### src/rtl/expand_pcm_pkg.sv
// Shared constants for the G.711 log-PCM to linear-PCM expander.
package expand_pcm_pkg;

    localparam int unsigned SL_W = 14;
    localparam int unsigned S_W  = 8;

    localparam logic LAW_A = 1'b1;
    localparam logic LAW_U = 1'b0;

    localparam logic [S_W-1:0] ALAW_XOR = 8'h55;
    localparam logic [S_W-1:0] ULAW_XOR = 8'hFF;

    // u-law bias, and the implicit leading-one offset of A-law segments >= 1
    localparam logic [SL_W-1:0] ULAW_BIAS     = 14'd33;
    localparam logic [SL_W-1:0] ALAW_MANT_OFS = 14'd33;

endpackage

### src/rtl/expand_pcm_if.sv
// Log-PCM input stream and linear-PCM output stream, each with valid/ready.
interface expand_pcm_if
    import expand_pcm_pkg::*;
();
    logic            in_valid;
    logic            in_ready;
    logic [S_W-1:0]  S;
    logic            LAW;
    logic            out_valid;
    logic            out_ready;
    logic [SL_W-1:0] SL;

    modport slave (
        input  in_valid, S, LAW, out_ready,
        output in_ready, out_valid, SL
    );

    modport master (
        output in_valid, S, LAW, out_ready,
        input  in_ready, out_valid, SL
    );
endinterface

### src/rtl/expand_mag.sv
// Combinational magnitude expansion {law, exp, mant} -> 14-bit unsigned magnitude.
module expand_mag
    import expand_pcm_pkg::*;
(
    input  logic            law_i,
    input  logic [2:0]      exp_i,
    input  logic [3:0]      mant_i,
    output logic [SL_W-1:0] mag_o
);
    logic [SL_W-1:0] mant2;

    // A-law segment 0 has no implicit leading one; the final <<1 maps 13-bit A-law onto 14 bits
    always_comb begin
        mant2 = {{(SL_W-5){1'b0}}, mant_i, 1'b0};
        if (law_i == LAW_U) begin
            mag_o = ((mant2 + ULAW_BIAS) << exp_i) - ULAW_BIAS;
        end else if (exp_i == 3'd0) begin
            mag_o = (mant2 | {{(SL_W-1){1'b0}}, 1'b1}) << 1;
        end else begin
            mag_o = ((mant2 + ALAW_MANT_OFS) << (exp_i - 3'd1)) << 1;
        end
    end
endmodule

### src/rtl/expand_pcm.sv
// Two-stage elastic pipeline: stage 1 decodes sign/exp/mant, stage 2 holds linear SL.
module expand_pcm
    import expand_pcm_pkg::*;
#(
    parameter int unsigned CNT_W = 16
) (
    input  logic             clk,
    input  logic             reset_n,
    expand_pcm_if.slave      bus,
    output logic [CNT_W-1:0] sample_cnt
);
    logic            s1_full_q, s1_full_d;
    logic            s1_neg_q, s1_neg_d;
    logic            s1_law_q, s1_law_d;
    logic [2:0]      s1_exp_q, s1_exp_d;
    logic [3:0]      s1_mant_q, s1_mant_d;
    logic            s2_valid_q, s2_valid_d;
    logic [SL_W-1:0] sl_q, sl_d;
    logic [CNT_W-1:0] cnt_q, cnt_d;

    logic            s2_free, s1_adv, in_xfer, out_xfer;
    logic [S_W-1:0]  c;
    logic [SL_W-1:0] mag;

    expand_mag u_mag (
        .law_i  (s1_law_q),
        .exp_i  (s1_exp_q),
        .mant_i (s1_mant_q),
        .mag_o  (mag)
    );

    // Handshake and flow control; in_ready sees out_ready combinationally
    always_comb begin
        out_xfer     = s2_valid_q && bus.out_ready;
        s2_free      = !s2_valid_q || bus.out_ready;
        s1_adv       = s1_full_q && s2_free;
        bus.in_ready = !s1_full_q || s1_adv;
        in_xfer      = bus.in_valid && bus.in_ready;
    end

    // Next-state for both stages and the delivered-sample counter
    always_comb begin
        c         = (bus.LAW == LAW_A) ? (bus.S ^ ALAW_XOR) : (bus.S ^ ULAW_XOR);
        s1_neg_d  = s1_neg_q;
        s1_law_d  = s1_law_q;
        s1_exp_d  = s1_exp_q;
        s1_mant_d = s1_mant_q;
        s1_full_d = s1_full_q;
        if (in_xfer) begin
            // A-law sign bit set means positive; u-law sign bit set means negative
            s1_neg_d  = (bus.LAW == LAW_A) ? !c[7] : c[7];
            s1_law_d  = bus.LAW;
            s1_exp_d  = c[6:4];
            s1_mant_d = c[3:0];
            s1_full_d = 1'b1;
        end else if (s1_adv) begin
            s1_full_d = 1'b0;
        end

        s2_valid_d = s2_free ? s1_full_q : s2_valid_q;
        sl_d       = sl_q;
        if (s1_adv) begin
            // -0 in two's complement is 0, so u-law negative zero needs no special case
            sl_d = s1_neg_q ? (SL_W'(0) - mag) : mag;
        end

        cnt_d = out_xfer ? (cnt_q + CNT_W'(1)) : cnt_q;
    end

    // State registers, cleared asynchronously
    always_ff @(posedge clk or negedge reset_n) begin
        if (!reset_n) begin
            s1_full_q  <= 1'b0;
            s1_neg_q   <= 1'b0;
            s1_law_q   <= LAW_U;
            s1_exp_q   <= 3'd0;
            s1_mant_q  <= 4'd0;
            s2_valid_q <= 1'b0;
            sl_q       <= '0;
            cnt_q      <= '0;
        end else begin
            s1_full_q  <= s1_full_d;
            s1_neg_q   <= s1_neg_d;
            s1_law_q   <= s1_law_d;
            s1_exp_q   <= s1_exp_d;
            s1_mant_q  <= s1_mant_d;
            s2_valid_q <= s2_valid_d;
            sl_q       <= sl_d;
            cnt_q      <= cnt_d;
        end
    end

    assign bus.out_valid = s2_valid_q;
    assign bus.SL        = sl_q;
    assign sample_cnt    = cnt_q;
endmodule

### src/flat_wrapper.sv
// flat-port wrapper written by rule: the top's interface ports become plain ports
module expand_pcm_flat import expand_pcm_pkg::*;
#(
    parameter int unsigned CNT_W = 16
)
  (clk, reset_n, sample_cnt, bus_in_valid, bus_S, bus_LAW, bus_out_ready, bus_in_ready, bus_out_valid, bus_SL);
  expand_pcm_if bus_i ();
  input  logic clk;
  input  logic reset_n;
  output logic [CNT_W-1:0] sample_cnt;
  input wire logic [$bits(bus_i.in_valid)-1:0] bus_in_valid;
  input wire logic [$bits(bus_i.S)-1:0] bus_S;
  input wire logic [$bits(bus_i.LAW)-1:0] bus_LAW;
  input wire logic [$bits(bus_i.out_ready)-1:0] bus_out_ready;
  output wire logic [$bits(bus_i.in_ready)-1:0] bus_in_ready;
  output wire logic [$bits(bus_i.out_valid)-1:0] bus_out_valid;
  output wire logic [$bits(bus_i.SL)-1:0] bus_SL;
  assign bus_i.in_valid = bus_in_valid;
  assign bus_i.S = bus_S;
  assign bus_i.LAW = bus_LAW;
  assign bus_i.out_ready = bus_out_ready;
  assign bus_in_ready = bus_i.in_ready;
  assign bus_out_valid = bus_i.out_valid;
  assign bus_SL = bus_i.SL;
  expand_pcm #(.CNT_W(CNT_W)) u_core (.clk(clk), .reset_n(reset_n), .bus(bus_i), .sample_cnt(sample_cnt));
endmodule
### config.mk
export PLATFORM = sky130hd
export DESIGN_NAME = expand_pcm_flat
export DESIGN_NICKNAME = d
export VERILOG_FILES = /design/src/rtl/expand_pcm_pkg.sv /design/src/rtl/expand_pcm_if.sv /design/src/rtl/expand_mag.sv /design/src/rtl/expand_pcm.sv /design/src/flat_wrapper.sv
export SDC_FILE = /design/constraint.sdc
export NUM_CORES = 1
export LEC_CHECK = 0
export BUFFER_PORTS_ARGS = -buffer_cell sky130_fd_sc_hd__buf_2
export CAP_MARGIN = 20
export CELL_PAD_IN_SITES_DETAIL_PLACEMENT = 2
export CELL_PAD_IN_SITES_GLOBAL_PLACEMENT = 2
export CORE_MARGIN = 3
export CORE_UTILIZATION = 38
export CTS_CLUSTER_DIAMETER = 150
export DETAILED_ROUTE_END_ITERATION = 8
export MAX_ROUTING_LAYER = met4
export PLACE_DENSITY_LB_ADDON = 0.1
export RECOVER_POWER = 100
export SYNTH_ARGS = -nofsm -noshare
export SYNTH_HDL_FRONTEND = slang
export SYNTH_SLANG_ARGS = --single-unit
### constraint.sdc
create_clock -name clk -period 5.1 [get_ports clk]
set_clock_uncertainty 0.2 [all_clocks]
set_input_delay 0.51 -clock clk [delete_from_list [all_inputs] [get_ports clk]]
set_output_delay 0.51 -clock clk [all_outputs]
set_load 0.02 [all_outputs]
==> metrics.md, run 1 <==
| Metric | Value |
|---|---|
| Status | finished clean |
| Drt first pass iters | 4 |
| Initial DRC count | 115 |
| Post-synth top cells | dfrtp_1, nand2_1, nor2_1, o21ai_0, nand3_1 |
| Worst EP required | 5.10 ns |
| GR Overflow Total | 0 |
| Critical Path AT | 4.16 ns |
| Worst Slack Setup Final | 0.941 ns |
| Relative slew slack | 15.7% |
| Reg2reg start | u_core.s1_exp_q[1]$_DFFE_PN0P_ |
| Setup CP Type | flop to flop |
| Warning count from the yosys run | 0 |
| DP HPWL | 7470 um |
| Largest net degree at the start of global routing | 42 |
| CTS clk-pin slew, worst paths | 0.09 ns |
| Die H | 97.3 um |
| CTS Buf Count | 5 |
| Pre-CTS WS | 1.13 ns |
| Crit path time final | 4.16 ns |
| I/O pin count | 45 |
| Most common cell in the synthesized netlist | dfrtp_1 |
| Synth Net Count | 379 |
| Max Freq | 240 MHz |
| Maxcap violations | 0 |
| Via density | 6.00 |
| Lkg Pwr | 0.00141 uW |
| Syn Area/Cell | 8.85 um^2 |
| Fraction of registers with async set/reset | 100% |
| Final Cycle Share | 81.6% |
| Residual DRC count | 0 |
| Core area | 7890 um^2 |
| Rows | 32 |
| Worst Hold Slack | 0.180 ns |
| Max VDD drop | 0.266 mV |
| FF-to-FF End | u_core.bus.SL[11]$_DFFE_PN0P_ |
| RSZ-0062 raised after global routing | false |
| Top_reg_cell synth | dfrtp_1 |
| Final hold violation count | 0 |
| Sequential-to-total area share from yosys stat | 32.4% |
| Hold_buf cts | 0 |
| First-pass GRT wire length | 17000 um |
| Initial antenna violation count | 0 |
| Final max-slew violation count | 0 |
| P&R area growth vs syn | 10.2% |
| Yosys cell types | 75 |
| Clk Latency, worst-skew pair | 0.31 ns |
| Worst setup EP type | flop |
| H-tree Lvls | 2 |
| Worst reg-to-reg setup slack | 0.94 ns |
| Chip Width | 97.3 um |
| Port-buffer cells | 44 |
| Slew @ Worst Pin | 1.26 ns |
| Number of setup buffers added after CTS | 0 |
| Synth area leaders | dfrtp_1, xnor2_1, nand2_1, nor2_1, ha_1 |
| Clk sinks | 41 |
| Worst Setup SP | u_core.s1_exp_q[1]$_DFFE_PN0P_ |
| #FFs+latches synth | 41 |
| Clock Path Buffers | 2 |
| Area leader, netlist | dfrtp_1 |
| Reg2Reg Depth | 13 |
| CP endpoint | u_core.bus.SL[11]$_DFFE_PN0P_ |
| Vias in the first global route | 3208 |
| CP max FO | 24 |
| Overall routing resource usage | 22.6% |
| Wire per inst | 20.7 um |
| CTS tree | yes |
| Post-route setup TNS | 0 ns |
| Final setup vio count | 0 |
| Die area | 9470 um^2 |
| N_diodes | 0 |
| Final WL | 10200 um |
| RD Place Congestion | 0.849 |
| Post-synthesis cell count | 358 |
| Nets | 410 |
| Hold Crit Start | bus_S[2] |
| Mapped cell area | 3170 um^2 |
| Clk root buf | clkbuf_8 |
| Number of enable flip-flop cells after synthesis | 0 |
| Top cell type's share of synthesized area | 32.4% |
| Type of the worst min-delay path | primary input to flop |
| Pwr dens | 460 nW/um^2 |
| CP startpoint kind | flop |
| Layout cells sized above 1 | 11.3% |
| Initial Utilization | 40.1% |
| Vias post-DR | 2952 |
| Post-CTS Resized | 0 |
| Routed Antenna Nets | 0 |
state kept, by name, indices dropped and copies added, names as in the netlist:
| signal | count |
|---|---|
| u_core.s1_law_q | 1 |
| u_core.bus.SL | 14 |
| u_core.s1_mant_q | 4 |
| u_core.s1_full_q | 1 |
| u_core.s1_exp_q | 3 |
| u_core.s1_neg_q | 1 |
| u_core.sample_cnt | 16 |
| u_core.bus.out_valid | 1 |
worst max-delay path, stage by stage, from the launching register on:
cell and delay (ns):
dfrtp_1 0.38, buf_4 0.22, inv_1 0.10, ha_1 0.26
ha_1 0.55, inv_1 0.22, ha_1 0.28, o221a_2 0.16
o211ai_1 0.15, a2111oi_0 0.16, nor4_1 0.60, and3_1 0.28
a41oi_1 0.15, a221o_1 0.34
worst min path at each step:
stage,to,slack (ns),depth (start not counted)
2_1_floorplan,u_core.bus.SL[0]$_DFFE_PN0P_,0.01,0
3_3_place_gp,u_core.sample_cnt[15]$_DFFE_PN0P_,0.26,1
3_5_place_dp,u_core.sample_cnt[15]$_DFFE_PN0P_,0.26,1
4_1_cts,u_core.s1_mant_q[2]$_DFFE_PN0P_,0.17,2
5_1_grt,u_core.s1_mant_q[2]$_DFFE_PN0P_,0.20,2
6_report,u_core.s1_mant_q[2]$_DFFE_PN0P_,0.18,2
routing by layer:
metal  up-vias  wire, um  track usage [%]
li1       1380         -                -
met1      1485      4470             27.5
met2        59      5090             38.4
met3        28       270             2.66
met4         0       346             8.73
met5         -         0                -
where the power goes:
group | internal, uW | switching (uW)
clock network | 147 | 134
logic | 294 | 527
registers | 408 | 94.9
total | 849 | 756
final cells by class:
| cell class | instances | area [um^2] |
|---|---|---|
| well taps | 102 | 128 |
| inverters | 8 | 30.0 |
| clock buffers | 5 | 68.8 |
| clock inverters | 3 | 46.3 |
| flip-flops and latches | 41 | 1030 |
| repair buffers | 48 | 205 |
| fillers | 910 | 4400 |
| multi-input cells | 285 | 1990 |
cell families after synthesis:
| group | Yosys count | share of synthesized area [%] |
|---|---|---|
| buffers and inverters | 32 | 4.39 |
| AO/OA/AOI/OAI | 98 | 25.0 |
| XOR/XNOR | 26 | 7.19 |
| AND/OR/NAND/NOR | 137 | 21.9 |
| multiplexers | 16 | 6.01 |
| adder cells (fa/ha/maj) | 8 | 3.16 |
| flip-flops | 41 | 32.4 |
metrics by stage:
step | cell area (um^2) | utilization [%] | power (uW) | instances
floorplan | 3170 | - | 1110 | 358
global placement | 3430 | 43.5 | 1320 | 483
detailed placement | 3430 | 43.5 | 1360 | 483
CTS | 3540 | 44.9 | 1650 | 491
global route | 3490 | 44.3 | 1730 | 492
finish | 3490 | 44.3 | 1600 | 492
cells in the final DEF (no fill, tap or decap), drive strengths merged, types with 7 or more instances in the layout:
cell type / Yosys / final
a211oi: 7 / 7
a21oi: 16 / 16
buf: 9 / 14
clkbuf: 15 / 39
dfrtp: 41 / 41
ha: 8 / 8
mux2: 8 / 8
mux2i: 7 / 7
nand2: 36 / 36
nand2b: 10 / 10
nand3: 17 / 17
nor2: 31 / 31
nor3: 9 / 9
o21ai: 23 / 23
xnor2: 16 / 16
xor2: 10 / 10
Note: power is estimated with default switching activity, not from simulation.
==> run 2: changes to the inputs <==
- CORE_UTILIZATION: 38 -> 32
- clock period: 5.1 -> 3.4 ns (I/O delays scaled with it)
==> run 2 against run 1 <==
  * Non-clock buffer count grew 19
  * Hold slack lost 0.16 ns
  * Clock power grew 53%
  * Critical path depth shrank 4
  * Maximum frequency grew 26%
  * Critical path type unchanged
==> metrics.md, run 2 (synthesis gave the netlist of run 1 again) <==
| Metric | Value |
|---|---|
| Worst Slack Setup Final | 0.102 ns |
| Nets | 429 |
| CTS clk-pin slew, worst paths | 0.08 ns |
| Vias post-DR | 3018 |
| Vias in the first global route | 3290 |
| Worst Path Buf+Inv | 1 |
| Crit path depth | 9 |
| Sw frac | 45.5% |
| Max Freq | 303 MHz |
| Clk root buf | clkbuf_8 |
| P&R area growth vs syn | 18.1% |
| Clock power share | 16.9% |
| Chip Width | 105 um |
| Pwr dens | 675 nW/um^2 |
| Largest net degree at the start of global routing | 42 |
| Core area | 9420 um^2 |
| Initial DRC count | 117 |
| Most common cell after layout, fill and taps aside | dfrtp_1 |
| Worst EP required | 3.39 ns |
| Die area | 11100 um^2 |
| CP Cell Sequence | buf_12, mux4_1, mux2i_1, or2_2, a21oi_1, nor4_2, and3_1, a41oi_1, a221o_1 |
| CP max stage cell | mux4_1 |
| Design Area, Final | 3740 um^2 |
| Final max-slew violation count | 0 |
| Type of the worst min-delay path | primary input to flop |
| Final WL | 10300 um |
| Final Cycle Share | 97.0% |
| Residual DRC count | 0 |
| Reg2Reg Depth | 9 |
| RD Place Congestion | 0.831 |
| GR Overflow Total | 0 |
| Status | finished clean |
| Relative slew slack | 6.03% |
| Post-Layout Cell Count | 538 |
| Drt first pass iters | 4 |
| Crit path time final | 3.30 ns |
| Family with the most delay on the worst path | multiplexers |
| Die H | 105 um |
| Sequential power share | 29.2% |
| Via density | 5.61 |
| CP max FO | 38 |
| Maxcap violations | 0 |
| Port-buffer cells | 44 |
| H-tree Lvls | 2 |
| N_diodes | 0 |
| Overall routing resource usage | 20.0% |
| Peak per-stage delay on the critical path | 0.62 ns |
| Clk Latency, worst-skew pair | 0.30 ns |
| DP HPWL | 7760 um |
| I/O pin count | 45 |
| Wire per inst | 19.2 um |
| Critical Path AT | 3.29 ns |
| Initial Utilization | 33.6% |
| Most frequent cells in the layout | dfrtp_1, nand2_1, clkbuf_1, nor2_1, buf_4 |
| Slew @ Worst Pin | 1.41 ns |
| CTS tree | yes |
| Setup CP Type | flop to flop |
| Clock Path Buffers | 2 |
| Rows | 35 |
| WHS Path Cells | 2 |
| Lkg Pwr | 0.00152 uW |
| Final setup vio count | 0 |
| Placed insts | 526 |
| Routed Antenna Nets | 0 |
| Layout cells sized above 1 | 16.4% |
| Worst setup EP type | flop |
| Sw power | 1150 uW |
| Placed cell areas | 3590 um^2 |
| Filler cells | 1091 |
| Max reg flops | 16 |
| Max VDD drop | 0.265 mV |
| Pre-CTS WS | 0.110 ns |
| CP startpoint kind | flop |
| First-pass GRT wire length | 17400 um |
| CTS Buf Count | 5 |
| Combinational Power Share | 53.9% |
| Clk sinks | 41 |
| Final core occ | 39.7% |
| Final hold violation count | 0 |
| Initial antenna violation count | 0 |
| Power Internal | 1380 uW |
==> run 2: cell count changes in the layout (fill, tap and decap cells not counted), sizes merged <==
| cell | delta |
|---|---|
| clkinvlp | -1 |
| dlygate4sd3 | +1 |
| dlymetal6s4s | +1 |
| buf | +18 |
| clkinv | -1 |
| clkbuf | +1 |
==> run 2: power by group through the flow <==
stage / Clock [uW] / Sequential (uW) / Combinational, uW
after global placement: 0 / 738 / 1320
after detailed placement: 0 / 743 / 1360
final: 427 / 737 / 1360
after global routing: 463 / 762 / 1500
after floorplan: 0 / 844 / 817
after CTS: 444 / 736 / 1370
==> run 2: worst paths after layout <==
path                            slack [ns]                                end                               from
worst max-delay path                  0.10      u_core.bus.SL[13]$_DFFE_PN0P_     u_core.s1_exp_q[0]$_DFFE_PN0P_
worst min-delay path                  0.02        u_core.s1_neg_q$_DFFE_PN0P_                           bus_S[7]
worst max register to register        0.10      u_core.bus.SL[13]$_DFFE_PN0P_     u_core.s1_exp_q[0]$_DFFE_PN0P_
worst min register to register        0.28  u_core.sample_cnt[15]$_DFFE_PN0P_  u_core.sample_cnt[15]$_DFFE_PN0P_
max in group asynchronous             0.64    u_core.s1_mant_q[0]$_DFFE_PN0P_                            reset_n
min in group asynchronous             0.41       u_core.bus.SL[0]$_DFFE_PN0P_                            reset_n
==> run 2: final cells by class <==
cell class / instances / area (um^2) / share of cell area [%]
Multi-Input combinational cell: 285 / 2030 / 54.4
Sequential cell: 41 / 1030 / 27.5
Timing Repair Buffer: 67 / 372 / 9.93
Tap cell: 129 / 161 / 4.31
Clock buffer: 7 / 86.3 / 2.31
Clock inverter: 1 / 30.0 / 0.803
Inverter: 8 / 30.0 / 0.803
==> run 2: repair_timing <==
item                       in CTS  in global routing
hold endpoints to repair        0                 11
setup endpoints to repair       0                  4
hold buffers                    0                  1
setup buffers                   0                  2
resized for setup               0                  6
==> run 2: metal layers <==
metal  global-route usage (%)  vias to the layer above  routed length, um
li1                         -                     1424                  -
met1                     25.1                     1541               4590
met2                     34.0                       39               5260
met3                     2.88                       14                319
met4                     4.78                        0                149
met5                        -                        -                  0
==> run 2: per-stage QoR <==
| stage | hold slack (ns) | TNS [ns] | total power (uW) |
|---|---|---|---|
| after floorplan | -0.156 | 0 | 1660 |
| after global placement | 0.257 | 0 | 2060 |
| after detailed placement | 0.268 | 0 | 2100 |
| after CTS | 0.00568 | 0 | 2550 |
| after global routing | 0.0138 | -0.0325 | 2730 |
| final | 0.0167 | 0 | 2520 |
